**src/rtl/mem_arbiter_if.sv**
```systemverilog
// Bundle of requester handshake signals and data-memory bus for mem_arbiter.
// The slave modport is the arbiter's view. The master modport is the view of
// the requesters plus the data memory, as driven by the surrounding system.
interface mem_arbiter_if #(
  parameter int DATA_W = 32
);
  logic              req0;
  logic              req1;
  logic              we0;
  logic              we1;
  logic [DATA_W-1:0] addr0;
  logic [DATA_W-1:0] addr1;
  logic [DATA_W-1:0] wdata0;
  logic [DATA_W-1:0] wdata1;
  logic              gnt0;
  logic              gnt1;
  logic              done0;
  logic              done1;
  logic [DATA_W-1:0] rdata0;
  logic [DATA_W-1:0] rdata1;
  logic              mem_write;
  logic              mem_read;
  logic [DATA_W-1:0] mem_address;
  logic [DATA_W-1:0] mem_write_data;
  logic [DATA_W-1:0] mem_read_data;
  logic              busy;

  modport slave (
    input  req0, req1, we0, we1, addr0, addr1, wdata0, wdata1, mem_read_data,
    output gnt0, gnt1, done0, done1, rdata0, rdata1,
    output mem_write, mem_read, mem_address, mem_write_data, busy
  );

  modport master (
    output req0, req1, we0, we1, addr0, addr1, wdata0, wdata1, mem_read_data,
    input  gnt0, gnt1, done0, done1, rdata0, rdata1,
    input  mem_write, mem_read, mem_address, mem_write_data, busy
  );
endinterface

```
**src/rtl/mem_arbiter.sv**
```systemverilog
// Two-requester data-memory arbiter: IDLE -> ACCESS -> RESP, one access per 3 cycles.
// Optional build macro MEM_ARB_FIXED_PRI_EN: when defined, requester 0 wins
// simultaneous requests; otherwise ties are broken round-robin via last_winner.
module mem_arbiter #(
  parameter int DATA_W = 32
) (
  input  logic          clk,
  input  logic          reset,
  mem_arbiter_if.slave  bus
);

  typedef enum logic [1:0] {
    IDLE   = 2'd0,
    ACCESS = 2'd1,
    RESP   = 2'd2
  } state_t;

  state_t            state;
  state_t            state_nxt;
  logic              win;        // 0 = requester 0 owns the current access
  logic              win_nxt;
  logic              take;       // command accepted at this edge
  logic              pick_win;   // winner if a command is accepted now
  logic              lat_we;
  logic [DATA_W-1:0] addr_r;
  logic [DATA_W-1:0] wdata_r;
  logic [DATA_W-1:0] rd_word;

  logic              gnt0;
  logic              gnt1;
  logic              done0;
  logic              done1;
  logic              mem_write;
  logic              mem_read;
  logic [DATA_W-1:0] rdata0;
  logic [DATA_W-1:0] rdata1;

`ifdef MEM_ARB_FIXED_PRI_EN
  // Requester 0 wins every tie; requester 1 only wins when alone.
  assign pick_win = ~bus.req0;
`else
  logic last_winner;

  assign pick_win = (bus.req0 & bus.req1) ? ~last_winner : bus.req1;

  // Remember who was served last so a tie goes to the other requester.
  always_ff @(posedge clk) begin
    if (reset) begin
      last_winner <= 1'b1;
    end else if (take) begin
      last_winner <= pick_win;
    end
  end
`endif

  // State and current-owner register.
  always_ff @(posedge clk) begin
    if (reset) begin
      state <= IDLE;
      win   <= 1'b0;
    end else begin
      state <= state_nxt;
      win   <= win_nxt;
    end
  end

  // Next-state decode and per-state output strobes.
  always_comb begin
    state_nxt = state;
    win_nxt   = win;
    take      = 1'b0;
    gnt0      = 1'b0;
    gnt1      = 1'b0;
    done0     = 1'b0;
    done1     = 1'b0;
    mem_write = 1'b0;
    mem_read  = 1'b0;
    rdata0    = '0;
    rdata1    = '0;
    case (state)
      IDLE: begin
        if (bus.req0 | bus.req1) begin
          take      = 1'b1;
          win_nxt   = pick_win;
          state_nxt = ACCESS;
        end
      end
      ACCESS: begin
        gnt0      = ~win;
        gnt1      = win;
        mem_write = lat_we;
        mem_read  = ~lat_we;
        state_nxt = RESP;
      end
      RESP: begin
        done0 = ~win;
        done1 = win;
        if (!lat_we) begin
          if (win) rdata1 = rd_word;
          else     rdata0 = rd_word;
        end
        state_nxt = IDLE;
      end
      default: state_nxt = IDLE;
    endcase
  end

  // Command latch; the memory bus keeps showing the last accepted command.
  always_ff @(posedge clk) begin
    if (reset) begin
      lat_we  <= 1'b0;
      addr_r  <= '0;
      wdata_r <= '0;
    end else if (take) begin
      lat_we  <= pick_win ? bus.we1    : bus.we0;
      addr_r  <= pick_win ? bus.addr1  : bus.addr0;
      wdata_r <= pick_win ? bus.wdata1 : bus.wdata0;
    end
  end

  // Read word captured at the edge that ends a read ACCESS; only shown in RESP.
  always_ff @(posedge clk) begin
    if (state == ACCESS && !lat_we) begin
      rd_word <= bus.mem_read_data;
    end
  end

  assign bus.gnt0           = gnt0;
  assign bus.gnt1           = gnt1;
  assign bus.done0          = done0;
  assign bus.done1          = done1;
  assign bus.rdata0         = rdata0;
  assign bus.rdata1         = rdata1;
  assign bus.mem_write      = mem_write;
  assign bus.mem_read       = mem_read;
  assign bus.mem_address    = addr_r;
  assign bus.mem_write_data = wdata_r;
  assign bus.busy           = (state != IDLE);

endmodule

```
**src/flat_wrapper.sv**
```systemverilog
// flat-port wrapper written by rule: the top's interface ports become plain ports
module mem_arbiter_flat 
#(
  parameter int DATA_W = 32
)
  (clk, reset, bus_req0, bus_req1, bus_we0, bus_we1, bus_addr0, bus_addr1, bus_wdata0, bus_wdata1, bus_mem_read_data, bus_gnt0, bus_gnt1, bus_done0, bus_done1, bus_rdata0, bus_rdata1, bus_mem_write, bus_mem_read, bus_mem_address, bus_mem_write_data, bus_busy);
  mem_arbiter_if #(.DATA_W(DATA_W)) bus_i ();
  input  logic clk;
  input  logic reset;
  input wire logic [$bits(bus_i.req0)-1:0] bus_req0;
  input wire logic [$bits(bus_i.req1)-1:0] bus_req1;
  input wire logic [$bits(bus_i.we0)-1:0] bus_we0;
  input wire logic [$bits(bus_i.we1)-1:0] bus_we1;
  input wire logic [$bits(bus_i.addr0)-1:0] bus_addr0;
  input wire logic [$bits(bus_i.addr1)-1:0] bus_addr1;
  input wire logic [$bits(bus_i.wdata0)-1:0] bus_wdata0;
  input wire logic [$bits(bus_i.wdata1)-1:0] bus_wdata1;
  input wire logic [$bits(bus_i.mem_read_data)-1:0] bus_mem_read_data;
  output wire logic [$bits(bus_i.gnt0)-1:0] bus_gnt0;
  output wire logic [$bits(bus_i.gnt1)-1:0] bus_gnt1;
  output wire logic [$bits(bus_i.done0)-1:0] bus_done0;
  output wire logic [$bits(bus_i.done1)-1:0] bus_done1;
  output wire logic [$bits(bus_i.rdata0)-1:0] bus_rdata0;
  output wire logic [$bits(bus_i.rdata1)-1:0] bus_rdata1;
  output wire logic [$bits(bus_i.mem_write)-1:0] bus_mem_write;
  output wire logic [$bits(bus_i.mem_read)-1:0] bus_mem_read;
  output wire logic [$bits(bus_i.mem_address)-1:0] bus_mem_address;
  output wire logic [$bits(bus_i.mem_write_data)-1:0] bus_mem_write_data;
  output wire logic [$bits(bus_i.busy)-1:0] bus_busy;
  assign bus_i.req0 = bus_req0;
  assign bus_i.req1 = bus_req1;
  assign bus_i.we0 = bus_we0;
  assign bus_i.we1 = bus_we1;
  assign bus_i.addr0 = bus_addr0;
  assign bus_i.addr1 = bus_addr1;
  assign bus_i.wdata0 = bus_wdata0;
  assign bus_i.wdata1 = bus_wdata1;
  assign bus_i.mem_read_data = bus_mem_read_data;
  assign bus_gnt0 = bus_i.gnt0;
  assign bus_gnt1 = bus_i.gnt1;
  assign bus_done0 = bus_i.done0;
  assign bus_done1 = bus_i.done1;
  assign bus_rdata0 = bus_i.rdata0;
  assign bus_rdata1 = bus_i.rdata1;
  assign bus_mem_write = bus_i.mem_write;
  assign bus_mem_read = bus_i.mem_read;
  assign bus_mem_address = bus_i.mem_address;
  assign bus_mem_write_data = bus_i.mem_write_data;
  assign bus_busy = bus_i.busy;
  mem_arbiter #(.DATA_W(DATA_W)) u_core (.clk(clk), .reset(reset), .bus(bus_i));
endmodule
```
**config.mk**
```make
export PLATFORM = sky130hd
export DESIGN_NAME = mem_arbiter_flat
export DESIGN_NICKNAME = d
export VERILOG_FILES = /design/src/rtl/mem_arbiter_if.sv /design/src/rtl/mem_arbiter.sv /design/src/flat_wrapper.sv
export SDC_FILE = /design/constraint.sdc
export NUM_CORES = 1
export LEC_CHECK = 0
export BUFFER_PORTS_ARGS = -buffer_cell sky130_fd_sc_hd__clkbuf_2
export CAP_MARGIN = 0
export CORE_MARGIN = 2
export CORE_UTILIZATION = 26
export DETAILED_ROUTE_END_ITERATION = 6
export GPL_ROUTABILITY_DRIVEN = 0
export SYNTH_ARGS = -nofsm -noshare
export SYNTH_HDL_FRONTEND = slang
export SYNTH_SLANG_ARGS = --single-unit
```
**constraint.sdc**
```tcl
create_clock -name clk -period 3.5 [get_ports clk]
set_clock_uncertainty 0.2 [all_clocks]
set_input_delay 0.175 -clock clk [delete_from_list [all_inputs] [get_ports clk]]
set_output_delay 0.175 -clock clk [all_outputs]
set_load 0.1 [all_outputs]
```
After elaboration in Yosys (flattened, before gate mapping) --
Index checks and enable logic that the tools add are counted.
Cells by class: muxes and demuxes 20, bitwise operators 5, eq/ne operators 3, reductions and logical operators 5
Operators by type and width (count):
- $mux W32 | 8
- $mux W1 | 10
- $pmux W2 S2 | 1
- $not A1 Y1 | 3
- $eq A2 B1 Y1 const B | 1
- $eq A2 B2 Y1 const B | 1
- $logic_not A2 Y1 | 1
- $mux W2 | 1
- $ne A2 B1 Y1 const B | 1
- $reduce_and A2 Y1 | 1
- $reduce_bool A2 Y1 | 1
- $and A1 B1 Y1 | 1
- $logic_and A1 B1 Y1 | 1
- $logic_not A1 Y1 | 1
- $or A1 B1 Y1 | 1
Word-level totals: input port bits 166, register bits after elaboration 101

Depth between registers and ports, before layout --
depth in word-level cells 3, gate-level depth with buffers 6

Worst setup path before layout --
Ideal clock, no wire load.
path kind reg-to-reg, from register u_core.state[1], to register u_core.rd_word[0], enable pin, clock period less this slack 3799 ps, arrival time 3118 ps, stages on the path, launching flop included 3, path slack -299 ps, cells stage by stage dfxtp_1 -> nand2b_1 -> nor2_1
Between the ends: word-level cells in the longest chain between the ends 2
RTL lines:
- start, declared | RTL line mem_arbiter.sv:18 | state_t state;
- start signal, assigned | RTL line mem_arbiter.sv:62 | state <= state_nxt;
- $eq A2 B1 Y1 | RTL line mem_arbiter.sv:123 | if (state == ACCESS && !lat_we) begin
- $logic_and A1 B1 Y1 | RTL line mem_arbiter.sv:123
- end signal, assigned | RTL line mem_arbiter.sv:124 | rd_word <= bus.mem_read_data;
- end, declared | RTL line mem_arbiter.sv:27 | logic [DATA_W-1:0] rd_word;
No other way between the ends. A chain may end at the register's enable or synchronous reset.

Worst setup path after layout --
from input port bus_req0, to register u_core.wdata_r[25] (netlist: u_core.bus.mem_write_data[25])
Between the ends: word-level cells in the longest chain between the ends 3, elaborated cells on any way between the ends 6
RTL lines:
- start, declared | RTL line flat_wrapper.sv:10 | input wire logic [$bits(bus_i.req0)-1:0] bus_req0;
- $and A1 B1 Y1 / $or A1 B1 Y1 (equally long branches) | RTL line mem_arbiter.sv:44, mem_arbiter.sv:82
- $mux W1, on equally long branches | RTL line mem_arbiter.sv:44, mem_arbiter.sv:82
- $mux W32 / $mux W1 (equally long branches) | RTL line mem_arbiter.sv:117, mem_arbiter.sv:80
- end signal, assigned | RTL line mem_arbiter.sv:117 | wdata_r <= pick_win ? bus.wdata1 : bus.wdata0;
- end, declared | RTL line mem_arbiter.sv:26 | logic [DATA_W-1:0] wdata_r;
Parallel ways exist; a longest one is shown, timed or not.

==> results.cfg <==
[run_status]
run_status = finished, final reports clean

[global_routing]
grt_use_total_pct = 18.3
overflow = 0
grt_antenna_before_repair = 0
grt_pass1_wl_microns = 26700
grt_pass1_vias = 5473
grt_max_degree = 68

[cts]
cts_tree = done
cts_made_buffers = 9
post_cts_buffers = 0
clock-sinks = 101
path_clk_slew_ns = 0.07
cts_buffer_depth = 2
htree_num_levels = 3
clkLatencyLatePin_ns = 0.34
cts_root_buf = clkbuf_16

[worst_setup_path]
path_depth = 7
cp_top_family = buffers and inverters
reg2reg_to = u_core.bus.mem_write_data[25]
cp_cell_sequence = dlygate4sd3_1 > clkbuf_2 > a21boi_4 > buf_4 > nand2_1 > a311oi_1 > dlygate4sd3_1
critPathMostFrequentCell = dlygate4sd3_1
crit_path_start_kind = input pin
reg2reg_depth = 5
critPathRequiredTime_ns = 3.59
r2r_slack_ns = 0.88
cp_slowest_cell = dlygate4sd3_1
r2r_start = u_core.last_winner
critPathKind = in2reg
crit_buf_inv = 4
crit_fanout = 26
critPathMaxStageDelay_ns = 0.59
end_kind = flip-flop
critPathArrivalTime_ns = 2.88

[route]
drc = 0
avgRoutedWirePerCell_microns = 14.5
firstDrtPassIters = 4
antenna_left = 0
viasPerCell = 4.62
drt_iter0_markers = 249
num_vias = 5539
drt-total-wl_microns = 17400

[floorplanning]
io_pins = 301
core_sq_mm = 0.0171
die_h_microns = 135
rows = 48
die_x_microns = 135
die_area_sq_mm = 0.0183
initial_utilization_pct = 26.3

[sta]
fin_crit_ns = 2.80
max_slew_margin_pct = 39.3
fmaxAchievable_ghz = 0.358
period_share_pct = 79.9
finalSetupTns_ns = 0
slew_violations = 0
rsz0062_at_grt = false
setup_viol = 0
hold_viol_final = 0
tightest_slew_ns = 0.910

[yosys]
netlist.area_leader.share_pct = 30.8
ys_ff_latch = 101
synth_area_leaders = dfxtp_1, edfxtp_1, nand2_1
yosysTopAreaCell = dfxtp_1
synthMuxAreaShare_pct = 0
ys_warn_count = 0
yosysSeqAreaShare_pct = 52.2
synthAdderAreaFrac_pct = 0
synthXorXnorAreaFrac_pct = 0
netlist_area_sq_mm = 0.00448
syn-num-nets = 701
yosysUniqueCellTypes = 22
synthCells = 535
synth_top_family_by_area = compound AO/OA/AOI/OAI gates
synth-simple-area-share_pct = 20.8
synth_compound_area_share_pct = 20.9
post_synth.cell_area_avg_sq_um = 8.38

[cells_and_area]
n_antenna_cell = 0
drive_gt1_share_pct = 34.2
final_nets = 1134
area_growth_pct = 79.3

[pwr]
clkPwrFrac_pct = 25.6
intPower_mw = 2.32
netSwitchingFraction_pct = 41.7
p_comb_share_pct = 39.5
switchingPower_mw = 1.66
ir_worst_vdd_mv = 0.276
p_per_area_mw_per_mm2 = 494
total_power_mw = 3.97
leakage_nw = 3.88
sequentialPowerShare_pct = 34.9

[min_path]
hp-class = in2reg
hp-start = bus_req1
min_to = u_core.state[0]
min_path_cells = 3

[job]
cap_violations = 0

[place]
io_buffers = 300
dpl.hpwl_microns = 10800
==> flip-flops by register name, indices dropped and copies added (netlist names) <==
register                   count
u_core.bus.mem_address        32
u_core.bus.mem_write_data     32
u_core.last_winner             1
u_core.lat_we                  1
u_core.rd_word                32
u_core.state                   2
u_core.win                     1
==> final cells by class <==
type	instances	area, sq um
fillers	1687	9020
repair buffers	474	3220
flip-flops and latches	101	2340
multi-input cells	377	1890
well taps	225	282
clock buffers	10	229
clock inverters	6	67.6
inverters	5	18.8
==> repair_timing <==
item	4_1_cts	5_1_grt
hold endpoints to repair	98	0
gates resized for setup	0	0
hold buffers	163	0
==> placed cells by master, fill, tap and decap left out, drive strengths merged <==
| master | synthesis | routed |
|---|---|---|
| bufinv | 0 | 1 |
| edfxtp | 32 | 32 |
| inv | 5 | 9 |
| nor2b | 1 | 1 |
| a311oi | 65 | 65 |
| nand3b | 2 | 2 |
| a221o | 1 | 1 |
| nand2 | 164 | 164 |
| a21boi | 1 | 1 |
| nor2 | 72 | 72 |
| clkbuf | 19 | 310 |
| dfxtp | 69 | 69 |
| buf | 33 | 11 |
| o21ai | 1 | 1 |
| nor3 | 1 | 1 |
| clkinv | 0 | 1 |
| nand2b | 1 | 1 |
| a21bo | 1 | 1 |
| or2 | 1 | 1 |
| dlygate4sd3 | 0 | 163 |
| a21oi | 66 | 66 |
==> worst max-delay path by stage <==
stage	slack (ns)	start	to
final	0.70	bus_req0	u_core.bus.mem_write_data[25]
after global routing	0.61	bus_req0	u_core.bus.mem_address[5]
after CTS	0.71	bus_req0	u_core.bus.mem_address[2]
after detailed placement	1.16	u_core.lat_we	bus_rdata0[20]
after global placement	1.15	u_core.lat_we	bus_rdata0[20]
after floorplan	0.73	u_core.state[1]	u_core.rd_word[0]
==> power by group through the flow <==
| stage | Combinational, mW | Sequential, mW | Clock [mW] |
|---|---|---|---|
| after floorplan | 0.452 | 2.03 | 0 |
| after global placement | 1.36 | 1.41 | 0 |
| after detailed placement | 1.36 | 1.41 | 0 |
| after CTS | 1.56 | 1.39 | 1.07 |
| after global routing | 1.65 | 1.40 | 1.11 |
| final | 1.57 | 1.39 | 1.02 |
==> worst register-to-register path: stages, from the launching register on <==
cell           delay [ns]
dfxtp_1              0.36
a21boi_4             0.58
buf_4                0.41
nand2_1              0.12
a311oi_1             0.31
dlygate4sd3_1        0.59
==> cell families (layout without fill, tap and decap cells) <==
family / after synthesis / in the layout
simple gates: 242 / 242
compound gates: 135 / 135
flops: 101 / 101
buf+inv: 57 / 495
==> synth_stat cells <==
cell type / number
clkbuf_1: 19
a221o_1: 1
edfxtp_1: 32
a21oi_1: 66
nor2_1: 71
buf_2: 23
a21bo_2: 1
dfxtp_1: 69
nor2_4: 1
nand2_1: 164
nand3b_1: 2
nor3_1: 1
a311oi_1: 65
o21ai_0: 1
nand2b_1: 1
buf_4: 8
inv_1: 4
buf_1: 2
a21boi_2: 1
inv_2: 1
nor2b_1: 1
or2_2: 1
==> metrics by stage <==
stage	instances	worst slack, ns	util [%]	hold WS, ns	cell area (sq um)
6_report	1198	0.705	47.1	0.0348	8040
5_1_grt	1198	0.608	47.1	0.0509	8040
4_1_cts	1198	0.707	47.1	0.00874	8040
3_5_place_dp	1019	1.16	35.8	0.154	6110
3_3_place_gp	1019	1.15	35.8	0.152	6110
2_1_floorplan	535	0.725	-	0.0739	4490
==> routing by layer <==
metal,share of wire (%),vias to the layer above,global-route usage (%)
li1,-,2735,-
met1,41,2552,20.9
met2,50,236,33.2
met3,7.5,16,5.01
met4,1.0,0,5.27
met5,0,-,0
No activity file was read; power rests on OpenSTA's default activity.
